--- config.mk ---
export PLATFORM = sky130hd
export DESIGN_NAME = mem_access_unit
export DESIGN_NICKNAME = d
export VERILOG_FILES = /design/src/rtl/mem_pkg.sv /design/src/rtl/mem_lane_align.sv /design/src/rtl/mem_access_unit.sv
export SDC_FILE = /design/constraint.sdc
export NUM_CORES = 1
export LEC_CHECK = 0
export CELL_PAD_IN_SITES_DETAIL_PLACEMENT = 0
export CELL_PAD_IN_SITES_GLOBAL_PLACEMENT = 1
export CORE_UTILIZATION = 26
export CTS_CLUSTER_SIZE = 20
export DETAILED_ROUTE_END_ITERATION = 8
export PLACE_DENSITY_LB_ADDON = 0.25
export SLEW_MARGIN = 25
export SYNTH_ARGS = -nofsm -noshare
export SYNTH_HDL_FRONTEND = slang
export SYNTH_SLANG_ARGS = --single-unit
--- constraint.sdc ---
create_clock -name clk -period 2.6 [get_ports clk]
set_input_delay 0.39 -clock clk [delete_from_list [all_inputs] [get_ports clk]]
set_output_delay 0.39 -clock clk [all_outputs]
set_load 0.05 [all_outputs]
--- src/rtl/mem_pkg.sv ---
// Shared encodings for the MEM-stage load/store unit: access sizes, FSM states
// and the default watchdog limit.
package mem_pkg;

  localparam logic [1:0] SIZE_B = 2'b00;
  localparam logic [1:0] SIZE_H = 2'b01;
  localparam logic [1:0] SIZE_W = 2'b10;

  localparam logic [0:0] ST_IDLE = 1'b0;
  localparam logic [0:0] ST_BUSY = 1'b1;

  localparam int TIMEOUT_CYCLES_DEF = 256;

endpackage

--- src/rtl/mem_lane_align.sv ---
// Byte-lane steering: store byte enables and replicated write data, plus
// lane selection and sign/zero extension of load data.
module mem_lane_align
  import mem_pkg::*;
(
  input  logic [1:0]  size,
  input  logic        is_unsigned,
  input  logic [1:0]  addr_lo,
  input  logic [31:0] wd,
  input  logic [31:0] rdata,
  output logic [3:0]  be,
  output logic [31:0] wdata,
  output logic [31:0] load_data
);

  logic [7:0]  lane_b;
  logic [15:0] lane_h;

  always_comb begin
    be        = 4'b1111;
    wdata     = wd;
    load_data = rdata;
    lane_b    = rdata[{addr_lo, 3'b000} +: 8];
    lane_h    = addr_lo[1] ? rdata[31:16] : rdata[15:0];
    case (size)
      SIZE_B: begin
        be        = 4'b0001 << addr_lo;
        wdata     = {4{wd[7:0]}};
        load_data = {{24{~is_unsigned & lane_b[7]}}, lane_b};
      end
      SIZE_H: begin
        be        = addr_lo[1] ? 4'b1100 : 4'b0011;
        wdata     = {2{wd[15:0]}};
        load_data = {{16{~is_unsigned & lane_h[15]}}, lane_h};
      end
      SIZE_W: begin
        be        = 4'b1111;
        wdata     = wd;
        load_data = rdata;
      end
      default: begin
        be        = 4'b1111;
        wdata     = wd;
        load_data = rdata;
      end
    endcase
  end

endmodule

--- src/rtl/mem_access_unit.sv ---
// MEM-stage load/store unit: req/ack handshake to data memory with pipeline stall.
// Optional watchdog abort enabled by defining MEM_TIMEOUT_EN.
module mem_access_unit
  import mem_pkg::*;
#(
  parameter int TIMEOUT_CYCLES = TIMEOUT_CYCLES_DEF,
  parameter int CNT_W          = 9
) (
  input  logic        clk,
  input  logic        rst,
  input  logic        in_valid,
  input  logic        mem_read,
  input  logic        mem_write,
  input  logic [1:0]  mem_size,
  input  logic        mem_unsigned,
  input  logic [31:0] alu_result_in,
  input  logic [31:0] write_data_in,
  input  logic        RegWrite_in,
  input  logic        MemtoReg_in,
  input  logic [4:0]  write_reg_in,
  output logic        dmem_req,
  output logic        dmem_we,
  output logic [31:0] dmem_addr,
  output logic [3:0]  dmem_be,
  output logic [31:0] dmem_wdata,
  input  logic        dmem_ack,
  input  logic [31:0] dmem_rdata,
  output logic        stall,
  output logic [31:0] read_data_out,
  output logic [31:0] alu_result_out,
  output logic [4:0]  write_reg_out,
  output logic        RegWrite_out,
  output logic        MemtoReg_out,
  output logic        misalign,
  output logic        bus_error
);

  logic [0:0]  state;
  logic        mem_op;
  logic        bad_align;
  logic        accept;
  logic        busy;
  logic        timeout;
  logic [3:0]  lane_be;
  logic [31:0] lane_wdata;
  logic [31:0] load_data;

  mem_lane_align u_align (
    .size        (mem_size),
    .is_unsigned (mem_unsigned),
    .addr_lo     (alu_result_in[1:0]),
    .wd          (write_data_in),
    .rdata       (dmem_rdata),
    .be          (lane_be),
    .wdata       (lane_wdata),
    .load_data   (load_data)
  );

  assign mem_op    = in_valid & (mem_read | mem_write);
  assign bad_align = ((mem_size == SIZE_H) & alu_result_in[0]) |
                     (mem_size[1] & (alu_result_in[1:0] != 2'b00));
  assign busy      = (state == ST_BUSY);
  assign accept    = ~busy & mem_op & ~bad_align;

  // Watchdog: counts BUSY cycles without ack, aborts at TIMEOUT_CYCLES-1.
`ifdef MEM_TIMEOUT_EN
  logic [CNT_W-1:0] wd_cnt;

  always_ff @(posedge clk or posedge rst) begin
    if (rst) begin
      wd_cnt <= '0;
    end else if (accept) begin
      wd_cnt <= '0;
    end else if (busy & ~dmem_ack) begin
      wd_cnt <= wd_cnt + 1'b1;
    end
  end

  assign timeout = busy & ~dmem_ack & (wd_cnt == CNT_W'(TIMEOUT_CYCLES - 1));
`else
  logic [CNT_W-1:0] unused_cfg;
  assign unused_cfg = CNT_W'(TIMEOUT_CYCLES);
  assign timeout    = 1'b0;
`endif

  // Request stage: fields latched on acceptance and held until ack/abort.
  always_ff @(posedge clk or posedge rst) begin
    if (rst) begin
      state      <= ST_IDLE;
      dmem_req   <= 1'b0;
      dmem_we    <= 1'b0;
      dmem_addr  <= '0;
      dmem_be    <= '0;
      dmem_wdata <= '0;
    end else if (accept) begin
      state      <= ST_BUSY;
      dmem_req   <= 1'b1;
      dmem_we    <= mem_write;
      dmem_addr  <= {alu_result_in[31:2], 2'b00};
      dmem_be    <= lane_be;
      dmem_wdata <= lane_wdata;
    end else if (busy & (dmem_ack | timeout)) begin
      state    <= ST_IDLE;
      dmem_req <= 1'b0;
      dmem_we  <= 1'b0;
    end
  end

  // Completion stage: stall, load return and WB control.
  assign stall     = ~rst & (busy ? ~(dmem_ack | timeout) : accept);
  assign misalign  = ~rst & ~busy & mem_op & bad_align;
  assign bus_error = timeout;

  assign read_data_out  = (busy & dmem_ack & ~mem_write) ? load_data : 32'h0;
  assign alu_result_out = alu_result_in;
  assign write_reg_out  = write_reg_in;
  assign MemtoReg_out   = MemtoReg_in;
  assign RegWrite_out   = RegWrite_in & ~misalign & ~bus_error;

endmodule

==> results of run 1 <==
## final cells by class
type	count	area, µm²
Fill cell	1386	7709
Timing Repair Buffer	277	2877
Multi-Input combinational cell	261	1808
Sequential cell	68	1702
Tap cell	184	230.2
Clock buffer	9	225.2
Clock inverter	6	88.84
Inverter	15	60.06
## layer usage
metal	share of wire (%)	global-route usage, %	vias to the layer above
li1	-	-	1807
met1	38	18.38	1782
met2	50	29.41	181
met3	9.5	6.119	17
met4	1.9	5.882	0
met5	0	0	-
## synthesized netlist by cell type (all sizes together) (2+ instances only)
cell type	n	share of area, %
nor2	20	1.9
or2	2	0.38
a22oi	7	1.3
mux2i	24	6.1
mux2	55	16
inv	15	1.4
o21ai	23	2.9
nand3	2	0.25
a221oi	8	1.8
clkbuf	9	0.85
nand2	69	6.5
nor3	4	0.51
o311ai	2	0.44
buf	54	10
or3	2	0.32
and2	3	0.47
dfrtp	68	43
a21oi	27	3.4
nor2b	2	0.32
## critical path: stages
cell             delay [ns]
clkdlybuf4s50_1        0.51
nor3b_2                0.21
a22o_1                 0.17
a21oi_1                0.07
buf_4                  0.20
a221oi_1               0.44
buf_12                 0.20
## repair_timing
action | in CTS | in global routing
endpoints found under the setup margin | 30 | 13
setup buffers | 0 | 1
resized for setup | 4 | 7
pin swaps | 0 | 1
## cells by family after synthesis
logic type,count (synthesis)
AOI/OAI and AO/OA,71
xor gates and xnor gates,1
buffers and inverters,78
DFF,68
muxes,79
other,1
and+or+nand+nor,107
## through the flow
stage | cells | cell area [µm²] | setup slack, ns | util, %
4_1_cts | 819 | 6955 | 0.001018 | 47.32
5_1_grt | 820 | 6990 | -0.08383 | 47.56
2_1_floorplan | 407 | 3976 | -0.3823 | -
6_report | 820 | 6990 | 0.01503 | 47.56
3_3_place_gp | 804 | 6629 | -0.1262 | 45.10
3_5_place_dp | 804 | 6629 | -0.1159 | 45.10
## power by group through the flow
stage	clock [W]	combinational [W]	sequential, W
6_report	0.00129	0.00263	0.00150
5_1_grt	0.00139	0.00274	0.00154
4_1_cts	0.00134	0.00265	0.00151
3_5_place_dp	0	0.00264	0.00151
3_3_place_gp	0	0.00264	0.00150
2_1_floorplan	0	0.000653	0.00252
## state kept, by name, summed over array words and instances (netlist names)
register and count:
dmem_wdata 32, busy 1, dmem_we 1, dmem_be 4
dmem_addr 30
## worst max path at each step
stage,to,slack [ns],cells after the start
floorplan,read_data_out[10],-0.38,5
global placement,read_data_out[11],-0.13,6
detailed placement,dmem_wdata[7],-0.12,7
CTS,read_data_out[8],0.001,7
global route,read_data_out[15],-0.08,7
finish,read_data_out[10],0.02,7
==> metrics, run 1 <==
run status complete, but fails checks; failing checks design-rule violations; DR iter-0 viols 140; H-tree Lvls 3; Rows 44; CP max FO 8; Hold Path Class flip-flop to flip-flop; Worst Hold Depth 1; FF+latch count, synth approximately 70; largest net degree at the start of global routing 69; DRC Markers 20; Synth-to-Final Area Change 76.52%; clock latency on the worst-skew pair 0.33 ns; Worst-path clk slew approximately 0.050 ns; Vias/cell 4.618; Crit. End Element output port; number of synthesized flops with an enable pin 0; leading cell type in the layout, fill and taps excluded clkdlybuf4s50_1; Final HPWL DP 9.998 mm; Final min period 2.585 ns; setup tns final 0 ns; vias in the first global route 3,897; total number of vias 3,787; Final Hold Viols 0; flop2flop setup slack 0.67 ns; I/O pin count 256; die width 125.4 µm; syn avg cell area 9.778 µm²; Num CTS Buffers 9; CTS tree built; Yosys warnings 0; worst hold margin 0.4854 ns; CTS Hold Bufs 0; headroom to the max-slew limit 42.72%; multiplexer area fraction after synthesis 21.71%; total power draw 0.005419 W; Core Area between 10,000 and 15,000 µm²; Fmax achieved 386.9 MHz; FFs w/ async S/R, synth 100.0%; Int Power around 0.0032 W; commonest non-fill, non-tap cells in the layout clkdlybuf4s50_1, nand2_1, dfrtp_1; Final Routed Wirelength 13.01 mm; worst path arrival time 2.19 ns; final worst path period share 99.42%; Final Wtd Congestion 0.8446; register area share after synthesis between 40 and 50%; R2R depth 6; DIE HEIGHT about 130 µm; CTS Sinks 68; Post-Synth Adder-Cell Area 0%; antenna violations before repair 0; Hold Path Sink dmem_wdata[29]; global-route total usage across every layer 16.68%; ratio of cells with drive above 1 in the final layout 24.37%; Synth Flop Type dfrtp_1; Max Cap Violations 0; Buffers on Ports 240; Clock Tree Root clkbuf_16; clk buf depth 2; # nets final between 700 and 800; Required @ worst endpoint ~2.2 ns; Crit Path Category input port to output port; initial core utilization 26.94%; Mapped Area 3960 µm²; compound-cell area share of the yosys netlist 11.12%; XOR/XNOR share of the synthesized area 0.2212%; Crit Reg-Reg Startpoint busy; total leakage power roughly 3.0 nW; First-pass DRT Iterations 8; Post-Syn Instances 405; largest family of logic cells by synthesized area multiplexers; ANT nets after route 0; worst clock skew 0.003853 ns; Net Sw Frac 41.56%; Reg power frac 27.7%; Clock Power Share between 20% and 30%; overflow left after global routing 0; Reg-to-Reg End dmem_wdata[7]; maximum VDD drop 491.4 µV; Routed wire per std cell 15.86 µm; Comb pwr share 48.5%; Synth cell types 34; final setup violation count 0; Post-Synth Simple-Gate Area 11.34%; Critical Path Start Type input port; n_diodes 0; hold_sp dmem_wdata[29]; power per cell area 775.2 nW/µm²; Psw approximately 0.0023 W; critical path startpoint alu_result_in[0]; global-route wire length before repair 20.60 mm; RSZ-0062 raised after global routing yes; Slew Limit Fails 0; Die Area 15,730 µm²; worst slew pin tran 0.8591 ns
Note: power is estimated with default switching activity, not from simulation.
==> inputs of run 2 (changes only) <==
Settings changed: CORE_ASPECT_RATIO set to 1.75.
==> run 2 against run 1 <==
Compared with the run above: global-route usage up 0.55 points; combinational power hardly changed; count of clock-buffer cells in the layout up 2; the run now ends clean; cell area is 1.5% higher; worst setup slack better by 0.083 ns; wire length rose by 5.9%; critical path depth rose by 1; via count increased by 0.11%; sequential cell count unchanged.
==> metrics, run 2 (same netlist as run 1, synthesis figures left out) <==
Final Routed Wirelength 13.77 mm; Final Hold Viols 0; CP Cell Sequence clkdlybuf4s50_1 -> mux2_2 -> a22o_1 -> buf_4 -> o21ai_1 -> buf_4 -> nand2_1 -> buf_4; highest-delay cell along the critical path clkdlybuf4s50_1; overflow left after global routing 0; final worst path period share 96.24%; Crit. End Element output port; ratio of cells with drive above 1 in the final layout 25.08%; ANT nets after route 0; Required @ worst endpoint 2.21 ns; vias in the first global route between 3k and 4k; CTS Hold Bufs 0; CP max FO 16; worst slew pin tran 0.8906 ns; I/O pin count between 200 and 300; Core Area 14,840 µm²; largest net degree at the start of global routing 69; leading cell type in the layout, fill and taps excluded clkdlybuf4s50_1; clk buf depth 2; Worst-path clk slew 0.05 ns; initial core utilization 26.69%; RSZ-0062 raised after global routing no; commonest non-fill, non-tap cells in the layout clkdlybuf4s50_1, nand2_1, dfrtp_1; Post-Place Cells 806; Synth-to-Final Area Change 79.21%; CTS Sinks 68; Clock Tree Root clkbuf_16; Fmax achieved between 300 and 400 MHz; Final Wtd Congestion slightly above 0.8; final setup violation count 0; Routed wire per std cell approximately 17 µm; die width 95.29 µm; DRC Markers 0; clock latency on the worst-skew pair 0.32 ns; DIE HEIGHT 165.3 µm; Final HPWL DP 10.62 mm; headroom to the max-slew limit 40.63%; Num CTS Buffers 9; Buffers on Ports 240; global-route wire length before repair 20.56 mm; setup tns final 0 ns; maximum VDD drop 513.1 µV; total number of vias 3,791; n_diodes 0; Vias/cell 4.595; Max Cap Violations 0; Reg with most FFs dmem_wdata; crit-path most repeated cell buf_4; Hold Path Class flip-flop to flip-flop; antenna violations before repair 0; Final min period 2.502 ns; Finished Layout Cells 825; power per cell area around 750 nW/µm²; Slew Limit Fails 0; delay-heaviest family, CP buffers and inverters; Critical Path Start Type input port; Die Area 15,750 µm²; Crit Path Category input port to output port; Filler cells 1,422; area of the multi-input gates around 1900 µm²; Largest regs dmem_wdata (32), dmem_addr (30), dmem_be (4); slowest stage delay, CP 0.45 ns; worst path buffer plus inverter count 4; final instance area 7097 µm²; DR iter-0 viols 69; H-tree Lvls 3; Storage cell area 1702 µm²; Rows 59; number of flip-flops under the largest register name 32; placed cell areas 6625 µm²; CTS tree built; worst path arrival time around 2.1 ns; global-route total usage across every layer 17.22%; post-layout util 47.83%; worst clock skew 0.004217 ns; First-pass DRT Iterations 6; # nets final 749; total leakage power between 3 and 4 nW; run status complete, no violations
-- run 2: changes by cell type in the layout (fill, tap and decap cells not counted), sizes merged --
cell	before	now
bufinv	2	1
dlymetal6s2s	0	2
clkinv	1	3
clkinvlp	3	2
clkdlybuf4s50	201	199
clkbuf	9	11
buf	75	80
inv	15	14
-- run 2: per-stage QoR --
stage               total power [W]  hold slack, ns  setup WS [ns]
floorplan                  0.003169          0.5068        -0.3823
global placement           0.004143          0.4690        -0.1133
CTS                        0.005378          0.4893       -0.07594
global route               0.005580          0.5079        0.01873
detailed placement         0.004167          0.4766        -0.1440
finish                     0.005340          0.4833        0.09776
-- run 2: per-layer routing --
layer | up-vias | share of wire, % | GRT usage [%]
li1 | 1810 | - | -
met1 | 1767 | 34 | 17.61
met2 | 194 | 53 | 31.27
met3 | 20 | 9.1 | 4.853
met4 | 0 | 3.5 | 8.540
met5 | - | 0 | 0
-- run 2: worst paths after layout --
check / start / endpoint / slack, ns / cells after the start
hold reg to reg: dmem_wdata[25] / dmem_wdata[25] / 0.48 / 1
max in group asynchronous: rst / dmem_wdata[28] / 1.25 / 3
setup reg to reg: busy / dmem_wdata[4] / 0.69 / 5
min in group asynchronous: rst / busy / 0.78 / 3
hold / removal: dmem_wdata[25] / dmem_wdata[25] / 0.48 / 1
setup / recovery: dmem_rdata[31] / read_data_out[23] / 0.1 / 8
-- run 2: where the power goes --
group	internal (W)	leakage, nW	total [W]	switching (W)
sequential	0.00134	0.790	0.00150	0.000155
combinational	0.000992	2.13	0.00266	0.00167
clock	0.000738	0.139	0.00118	0.000442
total	0.00307	3.06	0.00534	0.00227
-- run 2: worst register-to-register path, cell delays in order (launching register included) --
cell       delay (ns)
dfrtp_1          0.42
nand2b_1         0.24
a2111oi_4        0.38
buf_4            0.21
buf_12           0.18
mux2_2           0.36
-- run 2: timing repair --
action | in CTS | in global routing
pin swaps | 0 | 3
endpoints found under the setup margin | 31 | 32
buffers inserted | 0 | 3
gates resized for setup | 2 | 22
gates cloned | 0 | 0
-- run 2: layout make-up --
class | instances | area share [%]
repair buffers | 282 | 40.78
multi-input cells | 261 | 27.15
flip-flops and latches | 68 | 23.98
clock buffers | 11 | 3.279
well taps | 183 | 3.226
inverters | 15 | 0.8463
clock inverters | 5 | 0.7405
==> inputs of run 3 (changes only) <==
Settings changed: CORE_UTILIZATION 26 to 23.
Clock period 2.6 ns to 2.01 ns, I/O delays scaled along.
==> run 3 against run 2 <==
Compared with the run above: power rose by 30%; cell count increased by 7.5%; combinational power grew 34%; core utilization decreased by 1.5 points; the flow now finishes with violations (negative setup slack); largest cell class unchanged; highest routed layer unchanged; count of clock-buffer cells in the layout stayed put; non-clock buffer count up 21; die area increased by 13%; wire length up 5.4%.
==> metrics, run 3 (same netlist as run 1, synthesis figures left out) <==
overflow left after global routing 0; Rows 63; Hold Path Class input port to flip-flop; Max Cap Violations 0; Buffers on Ports 240; die width ~100 µm; leading cell type in the layout, fill and taps excluded clkdlybuf4s50_1; vias in the first global route 4,294; CTS tree built; Routed wire per std cell about 16 µm; critical path startpoint busy; Vias/cell 4.352; Final Hold Viols 0; worst path arrival time 1.73 ns; DR iter-0 viols 63; final worst path period share 101.3%; commonest non-fill, non-tap cells in the layout clkdlybuf4s50_1, buf_4, dfrtp_1; Final HPWL DP approximately 12 mm; global-route wire length before repair 22.49 mm; clk buf depth 2; n_diodes 0; Final Routed Wirelength 14.52 mm; CP max FO 7; delay-heaviest family, CP buffers and inverters; DIE HEIGHT 175.6 µm; post-layout util 46.34%; total leakage power ~3.3 nW; global-route total usage across every layer between 10% and 20%; CTS Hold Bufs 0; ratio of cells with drive above 1 in the final layout about two fifths; number of flip-flops under the largest register name 32; ANT nets after route 0; Crit Reg-Reg Startpoint busy; slowest stage delay, CP 0.37 ns; worst clock skew 0.003518 ns; Clock Tree Root clkbuf_16; # nets final 770; worst slew pin tran 0.5723 ns; total number of vias 3,860; Slew Limit Fails 0; Required @ worst endpoint 1.71 ns; final setup violation count 7; clock latency on the worst-skew pair 0.32 ns; Final Wtd Congestion 0.7938; Stages on worst setup path 8; Fmax achieved 491.1 MHz; Reg-to-Reg End dmem_addr[4]; headroom to the max-slew limit between 60% and 70%; antenna violations before repair 0; flop2flop setup slack roughly 0.21 ns; Largest regs dmem_wdata (32), dmem_addr (30), dmem_be (4); smallest setup slack after layout -0.02644 ns; Crit. End Element output port; Worst Setup EP read_data_out[28]; Worst-path clk slew 0.05 ns; final instance area ~7800 µm²; R2R depth 7; Reg with most FFs dmem_wdata; Crit Path Category flip-flop to output port; initial core utilization between 20% and 30%; H-tree Lvls 3; largest net degree at the start of global routing 69; placed cell areas 7268 µm²; Die Area 17,770 µm²; maximum VDD drop between 800 and 900 µV; Finished Layout Cells 887; setup tns final -0.1428 ns; I/O pin count approximately 260; Final min period 2.036 ns; Critical Path Start Type flip-flop; run status complete, but fails checks; Num CTS Buffers 9; worst path buffer plus inverter count 4; Synth-to-Final Area Change 97.41%; Core Area 16,870 µm²; DRC Markers 0; power per cell area a little under 900 nW/µm²; failing checks negative setup slack; RSZ-0062 raised after global routing yes; First-pass DRT Iterations 4; CTS Sinks about 70; CP Cell Sequence nand3b_1 -> buf_6 -> nor3_4 -> o21ai_4 -> buf_12 -> buf_16 -> nand2_4 -> buf_8; Post-Place Cells about 860; highest-delay cell along the critical path dfrtp_2
## run 3: tightest hold or removal path, cell delays in order
cell and delay, ns:
dlygate4sd2_1 0.23, nand2_1 0.05, o21ai_0 0.06
## run 3: worst min-delay path by stage
stage                    from        endpoint  cells after the start
3_3_place_gp   dmem_wdata[26]  dmem_wdata[26]                      1
5_1_grt             mem_write         dmem_we                      3
6_report            mem_write         dmem_we                      3
2_1_floorplan       mem_write         dmem_we                      2
4_1_cts             mem_write         dmem_we                      3
3_5_place_dp   dmem_wdata[26]  dmem_wdata[26]                      1
## run 3: repair_timing
item	CTS	global route
buffers inserted	7	4
cloned	1	0
resized for setup	65	33
pin swaps	10	6
setup endpoints to repair	94	30
## run 3: stage by stage
stage                     total power, W  hold slack [ns]  setup WS [ns]
after CTS                       0.007014           0.3488       -0.02278
final                           0.006934           0.3566       -0.02644
after floorplan                 0.004160           0.4183        -0.2445
after global routing            0.007234           0.3953       -0.08288
after detailed placement        0.005514           0.4787        -0.5422
after global placement          0.005485           0.4721        -0.5074
## run 3: layout make-up
class                      count  area (µm²)
clock buffer                  11       252.7
clock inverter                 2       12.51
fill                        1607        9051
inverter                      15       60.06
multi-input combinational    261        2246
sequential                    68        1703
tap                          227       284.0
timing repair buffer         303        3259
## run 3: metal layers
| layer | up-vias | routed length, µm | track usage (%) |
|---|---|---|---|
| li1 | 1852 | - | - |
| met1 | 1836 | 5059 | 16.86 |
| met2 | 154 | 8159 | 31.83 |
| met3 | 18 | 917 | 4.099 |
| met4 | 0 | 379 | 7.065 |
| met5 | - | 0 | 0 |
## run 3: where the power goes
group          internal (W)  leakage [nW]  total [W]  switching (W)
combinational       0.00136          2.41    0.00357        0.00222
clock              0.000878         0.129    0.00143       0.000550
sequential          0.00174         0.789    0.00194       0.000195
